## config.mk

```make
export PLATFORM = sky130hd
export DESIGN_NAME = noc_pe_interface
export DESIGN_NICKNAME = d
export VERILOG_FILES = /design/src/rtl/noc_pe_interface.sv
export SDC_FILE = /design/constraint.sdc
export NUM_CORES = 2
export LEC_CHECK = 0
export BUFFER_PORTS_ARGS = -buffer_cell sky130_fd_sc_hd__buf_2
export CAP_MARGIN = 20
export CORE_AREA = 3 3 411 413
export DETAILED_ROUTE_END_ITERATION = 8
export DIE_AREA = 0 0 414 416
export GPL_TIMING_DRIVEN = 0
export MAX_ROUTING_LAYER = met4
export PLACE_DENSITY = 0.75
export RECOVER_POWER = 25
export SYNTH_ARGS = -nofsm -noshare
export SYNTH_HDL_FRONTEND = slang
export SYNTH_SLANG_ARGS = --single-unit
```

## constraint.sdc

```tcl
create_clock -name clk -period 26 [get_ports clk]
set_input_delay 0 -clock clk [delete_from_list [all_inputs] [get_ports clk]]
set_output_delay 0 -clock clk [all_outputs]
set_load 0.01 [all_outputs]
```

## src/rtl/noc_pe_interface.sv

```systemverilog
// rtl/noc_pe_interface.sv - PE-side network interface: TX holding register, always-ready RX FIFO, self-addressed loopback.
module noc_pe_interface #(
  parameter int x_coord     = 0,
  parameter int y_coord     = 0,
  parameter int data_width  = 256,
  parameter int x_size      = 1,
  parameter int y_size      = 1,
  parameter int total_width = x_size + y_size + data_width,
  parameter int RX_DEPTH    = 8
) (
  input  logic                   clk,
  input  logic                   rstn,
  input  logic                   s_valid,
  output logic                   s_ready,
  input  logic [data_width-1:0]  s_data,
  input  logic [x_size-1:0]      s_dest_x,
  input  logic [y_size-1:0]      s_dest_y,
  output logic                   o_valid_noc,
  output logic [total_width-1:0] o_data_noc,
  input  logic                   i_ready_noc,
  input  logic                   i_valid_noc,
  input  logic [total_width-1:0] i_data_noc,
  output logic                   m_valid,
  input  logic                   m_ready,
  output logic [data_width-1:0]  m_data,
  output logic                   err_overflow,
  input  logic                   clr_err,
  output logic [15:0]            drop_count
);

  localparam int AW = $clog2(RX_DEPTH);
  localparam int CW = x_size + y_size;
  localparam logic [x_size-1:0] X_LOC = x_size'(x_coord);
  localparam logic [y_size-1:0] Y_LOC = y_size'(y_coord);
  localparam logic [AW:0] PTR_ONE = {{AW{1'b0}}, 1'b1};

  logic                   tx_valid_q, tx_valid_d;
  logic [total_width-1:0] tx_data_q, tx_data_d;
  logic [AW:0]            wr_q, wr_d, rd_q, rd_d;
  logic                   err_q, err_d;
  logic [15:0]            cnt_q, cnt_d;
  logic [data_width-1:0]  mem [RX_DEPTH];

  logic                  is_local;
  logic                  fifo_empty, fifo_full, fifo_full_eff;
  logic                  pop, drop, net_wr, lb_wr, tx_load, wr_en;
  logic [data_width-1:0] wr_data;
  logic                  unused_rx_coords;

  assign is_local = (s_dest_x == X_LOC) && (s_dest_y == Y_LOC);

  assign fifo_empty    = (wr_q == rd_q);
  assign fifo_full     = (wr_q[AW] != rd_q[AW]) && (wr_q[AW-1:0] == rd_q[AW-1:0]);
  assign pop           = m_ready && !fifo_empty;
  assign fifo_full_eff = fifo_full && !pop;

  // The ejection port cannot be stalled, so a network flit wins the write port over a loopback.
  assign s_ready = is_local ? (!fifo_full_eff && !i_valid_noc)
                            : (!tx_valid_q || i_ready_noc);

  assign net_wr  = i_valid_noc && !fifo_full_eff;
  assign drop    = i_valid_noc && fifo_full_eff;
  assign lb_wr   = s_valid && is_local && s_ready;
  assign tx_load = s_valid && !is_local && s_ready;
  assign wr_en   = net_wr || lb_wr;
  assign wr_data = i_valid_noc ? i_data_noc[total_width-1:CW] : s_data;

  assign unused_rx_coords = ^i_data_noc[CW-1:0];

  always_comb begin
    tx_valid_d = tx_valid_q;
    tx_data_d  = tx_data_q;
    if (tx_valid_q && i_ready_noc) begin
      tx_valid_d = 1'b0;
    end
    if (tx_load) begin
      tx_valid_d = 1'b1;
      tx_data_d  = {s_data, s_dest_y, s_dest_x};
    end
  end

  always_comb begin
    wr_d = wr_en ? (wr_q + PTR_ONE) : wr_q;
    rd_d = pop   ? (rd_q + PTR_ONE) : rd_q;
  end

  // A clear in the same cycle as a drop still counts that drop, but leaves the flag low.
  always_comb begin
    err_d = err_q;
    cnt_d = cnt_q;
    if (clr_err) begin
      err_d = 1'b0;
      cnt_d = drop ? 16'd1 : 16'd0;
    end else if (drop) begin
      err_d = 1'b1;
      cnt_d = (cnt_q != 16'hFFFF) ? (cnt_q + 16'd1) : cnt_q;
    end
  end

  always_ff @(posedge clk or negedge rstn) begin
    if (!rstn) begin
      tx_valid_q <= 1'b0;
      tx_data_q  <= '0;
      wr_q       <= '0;
      rd_q       <= '0;
      err_q      <= 1'b0;
      cnt_q      <= 16'd0;
    end else begin
      tx_valid_q <= tx_valid_d;
      tx_data_q  <= tx_data_d;
      wr_q       <= wr_d;
      rd_q       <= rd_d;
      err_q      <= err_d;
      cnt_q      <= cnt_d;
    end
  end

  always_ff @(posedge clk) begin
    if (wr_en) begin
      mem[wr_q[AW-1:0]] <= wr_data;
    end
  end

  assign o_valid_noc  = tx_valid_q;
  assign o_data_noc   = tx_data_q;
  assign m_valid      = !fifo_empty;
  assign m_data       = mem[rd_q[AW-1:0]];
  assign err_overflow = err_q;
  assign drop_count   = cnt_q;

endmodule
```

==> summary.txt <==
Synthesis
  • Syn nets: 4463
  • Unique masters post-synth: 40
  • Largest area contributor in the netlist: edfxtp_1
  • Synthesized area per cell: 23.0 um2
  • Share of the synthesized area in the top cell type: 68.0%
  • Top post-synthesis cells by area: edfxtp_1 (68%), mux4_2 (13%), mux2_2 (9.6%)
  • Yosys warning count: 0
  • Synthesized instance count: 3937
  • Mapped cell area: 90500 um2
  • Flops & latches, synth: 2332
  • Sequential area share after synthesis: roughly three quarters

Clocking
  • Worst skew pair latency: between 800 and 900 ps
  • Total CTS buffers: ~230
  • TritonCTS clock tree: built
  • H-tree levels: 4
  • Post_cts resized: 0
  • Longest Clk Path Bufs: 3
  • Reg clk slew, reported paths: about 60 ps
  • CTS root buffer: clkbuf_16
  • Number of clock sinks: 2332

Drt
  • Iteration-0 DRC Markers: 5320
  • Routed vias/inst: between 6 and 7
  • Routed WL: 262000 um
  • Detailed-route DRC error count: 0
  • Antenna-violating nets left: 0
  • Via Count: 52000
  • TritonRoute pass-1 iters: 6
  • DR WL/cell: 30.4 um

Floorplan
  • Die Y: 416 um
  • Die span in x: 414 um
  • Initial Utilization: 54.8%
  • Core outline area: 165000 um2
  • Die area: 172000 um2
  • IO Pins: 1057
  • FP Rows: 149

GRT
  • Initial antenna violation count: 22
  • GRT overflow: 0
  • Largest net degree at the start of global routing: about 100
  • Total GRT Usage: 31.4%
  • First-pass GRT wire length: 380000 um
  • Via count of the first global-routing pass: 55200

Min path
  • HP Class: in2reg
  • Hold depth: 3
  • Worst Hold Launch: s_data[125]
  • Hold Crit Endpoint: o_data_noc[127]

STA
  • Slew @ Worst Pin: 6390 ps
  • Fin. Hold Viols: 0
  • Period minus WS final: 7020 ps
  • Max Freq: 0.142 GHz
  • TNS Setup: 0 ps
  • Clk_skew: 32.4 ps
  • Final Worst Setup Slack: 18980 ps
  • Final-report setup violation count: 0
  • RSZ-0062 raised after global routing: false
  • Slew headroom: -326%
  • Final Max Tran Viols: between 200 and 300
  • Period Utilization, post-route: 27.0%

Worst setup path
  • Worst setup SP type: primary input
  • Worst reg2reg setup slack: 21450 ps
  • Setup CP Type: in2async
  • RR Startpoint: rd_q[2]
  • Critical R2R Capture: mem[2][146]
  • CP Max Fanout: 103
  • FF-to-FF path depth: 13
  • Critical path arrival: around 6400 ps
  • Crit. End Element: async pin
  • WP data required: 25390 ps

Job
  • Max Cap Viol: 4

Placed design
  • Placed inst area: 101000 um2
  • Placed Cells: about 7400
  • Worst slack, placed: 21800 ps
  • Final Wtd Congestion: 0.859
  • Post-DP HPWL: between 150000 and 200000 um
  • Port buffer count: 1052

Layout
  • Layout Nets: 6744
  • Synth-to-Final Area Change: 28.6%
  • Non-filler cells, final: 8624
  • Post-route cell area: about 120000 um2
  • Fraction of layout cells with a size suffix above 1: 40.8%

Outcome
  • Outcome: finished with violations
  • Failing checks: capacitance limit, slew limit

Power
  • P_leak: 40.8 nW
  • Max IR drop VDD: 84.8 uV
  • PD cells: 107 nW/um2
-- metal layers --
metal  GRT usage (%)  vias to the layer above  part of all wire, %
li1                -                    21000                    -
met1            37.2                    27000                   35
met2            51.3                     3163                   50
met3            5.77                      787                  7.8
met4            17.5                        0                  6.6
met5               -                        -                    0
-- logic make-up (layout without fill, tap and decap cells) --
kind of cell / Yosys count / in the layout / synth area share, %
buffers and inverters: 209 / 2687 / 1.01
flip-flops: 2332 / 2332 / 75.8
XOR/XNOR: 11 / 11 / 0.106
multiplexers: 1287 / 1287 / 22.4
AO/OA/AOI/OAI: 29 / 29 / 0.195
other: 0 / 20 / 0
adder cells (fa/ha/maj): 3 / 3 / 0.0415
AND/OR/NAND/NOR: 66 / 66 / 0.447
-- report_power, final --
part	switching, mW	leakage (nW)	total [mW]	internal, mW
logic	2.32	15.1	4.15	1.83
registers	0.175	22.0	4.95	4.77
clock network	1.42	3.67	3.32	1.90
-- repair_timing --
action,CTS,global route
setup buffers,0,0
hold buffers,778,0
hold endpoints to repair,2628,0
setup endpoints to repair,0,0
-- synthesized netlist by cell type --
cell / n
nor2_1: 8
or4_1: 5
and4_1: 1
nand3_2: 1
or3_1: 8
a21oi_1: 15
mux4_2: 512
nor3b_1: 4
o21ai_0: 2
nor3_1: 4
mux2_2: 773
and3_1: 3
buf_1: 11
inv_1: 3
nand2_1: 13
ha_1: 3
nand3_1: 6
and2_1: 1
nand4_1: 3
mux2i_1: 1
buf_8: 1
o31ai_1: 5
or3_4: 1
o211ai_4: 1
clkbuf_1: 107
nor3b_2: 1
xnor2_1: 5
nand3b_1: 2
dfrtp_1: 284
buf_6: 2
nor4_4: 1
nor2b_1: 1
edfxtp_1: 2048
nand2b_1: 2
xor2_1: 6
o21ai_1: 5
buf_2: 85
o211ai_1: 1
nor3_4: 1
mux2_4: 1
-- worst max path at each step --
stage	end	cells past startpoint	startpoint	slack [ps]
5_1_grt	o_data_noc[50]	4	rstn	18310
2_1_floorplan	mem[1][0]	6	wr_q[1]	4870
6_report	o_data_noc[50]	4	rstn	18980
4_1_cts	m_data[124]	6	rd_q[0]	21570
3_5_place_dp	mem[2][161]	13	rd_q[2]	21800
3_3_place_gp	mem[6][98]	6	rd_q[2]	-14680
-- placed cells by master, fill, tap and decap left out, drive strengths merged --
| cell type | Yosys | routed |
|---|---|---|
| a21oi | 15 | 15 |
| and2 | 1 | 1 |
| and3 | 3 | 3 |
| and4 | 1 | 1 |
| buf | 99 | 1094 |
| bufinv | 0 | 23 |
| clkbuf | 107 | 692 |
| clkinv | 0 | 85 |
| clkinvlp | 0 | 7 |
| dfrtp | 284 | 284 |
| diode | 0 | 20 |
| dlygate4sd3 | 0 | 777 |
| edfxtp | 2048 | 2048 |
| ha | 3 | 3 |
| inv | 3 | 9 |
| mux2 | 774 | 774 |
| mux2i | 1 | 1 |
| mux4 | 512 | 512 |
| nand2 | 13 | 13 |
| nand2b | 2 | 2 |
| nand3 | 7 | 7 |
| nand3b | 2 | 2 |
| nand4 | 3 | 3 |
| nor2 | 8 | 8 |
| nor2b | 1 | 1 |
| nor3 | 5 | 5 |
| nor3b | 5 | 5 |
| nor4 | 1 | 1 |
| o211ai | 2 | 2 |
| o21ai | 7 | 7 |
| o31ai | 5 | 5 |
| or3 | 9 | 9 |
| or4 | 5 | 5 |
| xnor2 | 5 | 5 |
| xor2 | 6 | 6 |
-- registers in the layout (all words and copies together) (netlist names) --
name,cells
o_valid_noc,1
drop_count,16
rd_q,4
err_overflow,1
wr_q,4
o_data_noc,258
mem,2048
-- per-stage QoR --
step           power (mW)  util, %  hold slack (ps)
3_5_place_dp         9.02     61.4             60.5
4_1_cts              12.4     70.7             1.73
3_3_place_gp         9.43     59.6              244
5_1_grt              12.8     70.4             37.9
6_report             12.4     70.4             82.5
2_1_floorplan        7.61        -             -296
-- cell type report --
type | count | area (um2)
flip-flops and latches | 2332 | 68600
fillers | 9432 | 48800
multi-input cells | 1396 | 21000
repair buffers | 2054 | 15500
clock buffers | 303 | 6170
well taps | 2189 | 2740
clock inverters | 121 | 1360
plain buffers | 206 | 908
diodes | 20 | 50.0
inverters | 3 | 11.3
-- critical path: stages --
cell and delay, ps:
dlygate4sd3_1 520, dlygate4sd3_1 540, clkbuf_1 680, clkbuf_1 4340
Power figures use the tool's default switching activity.
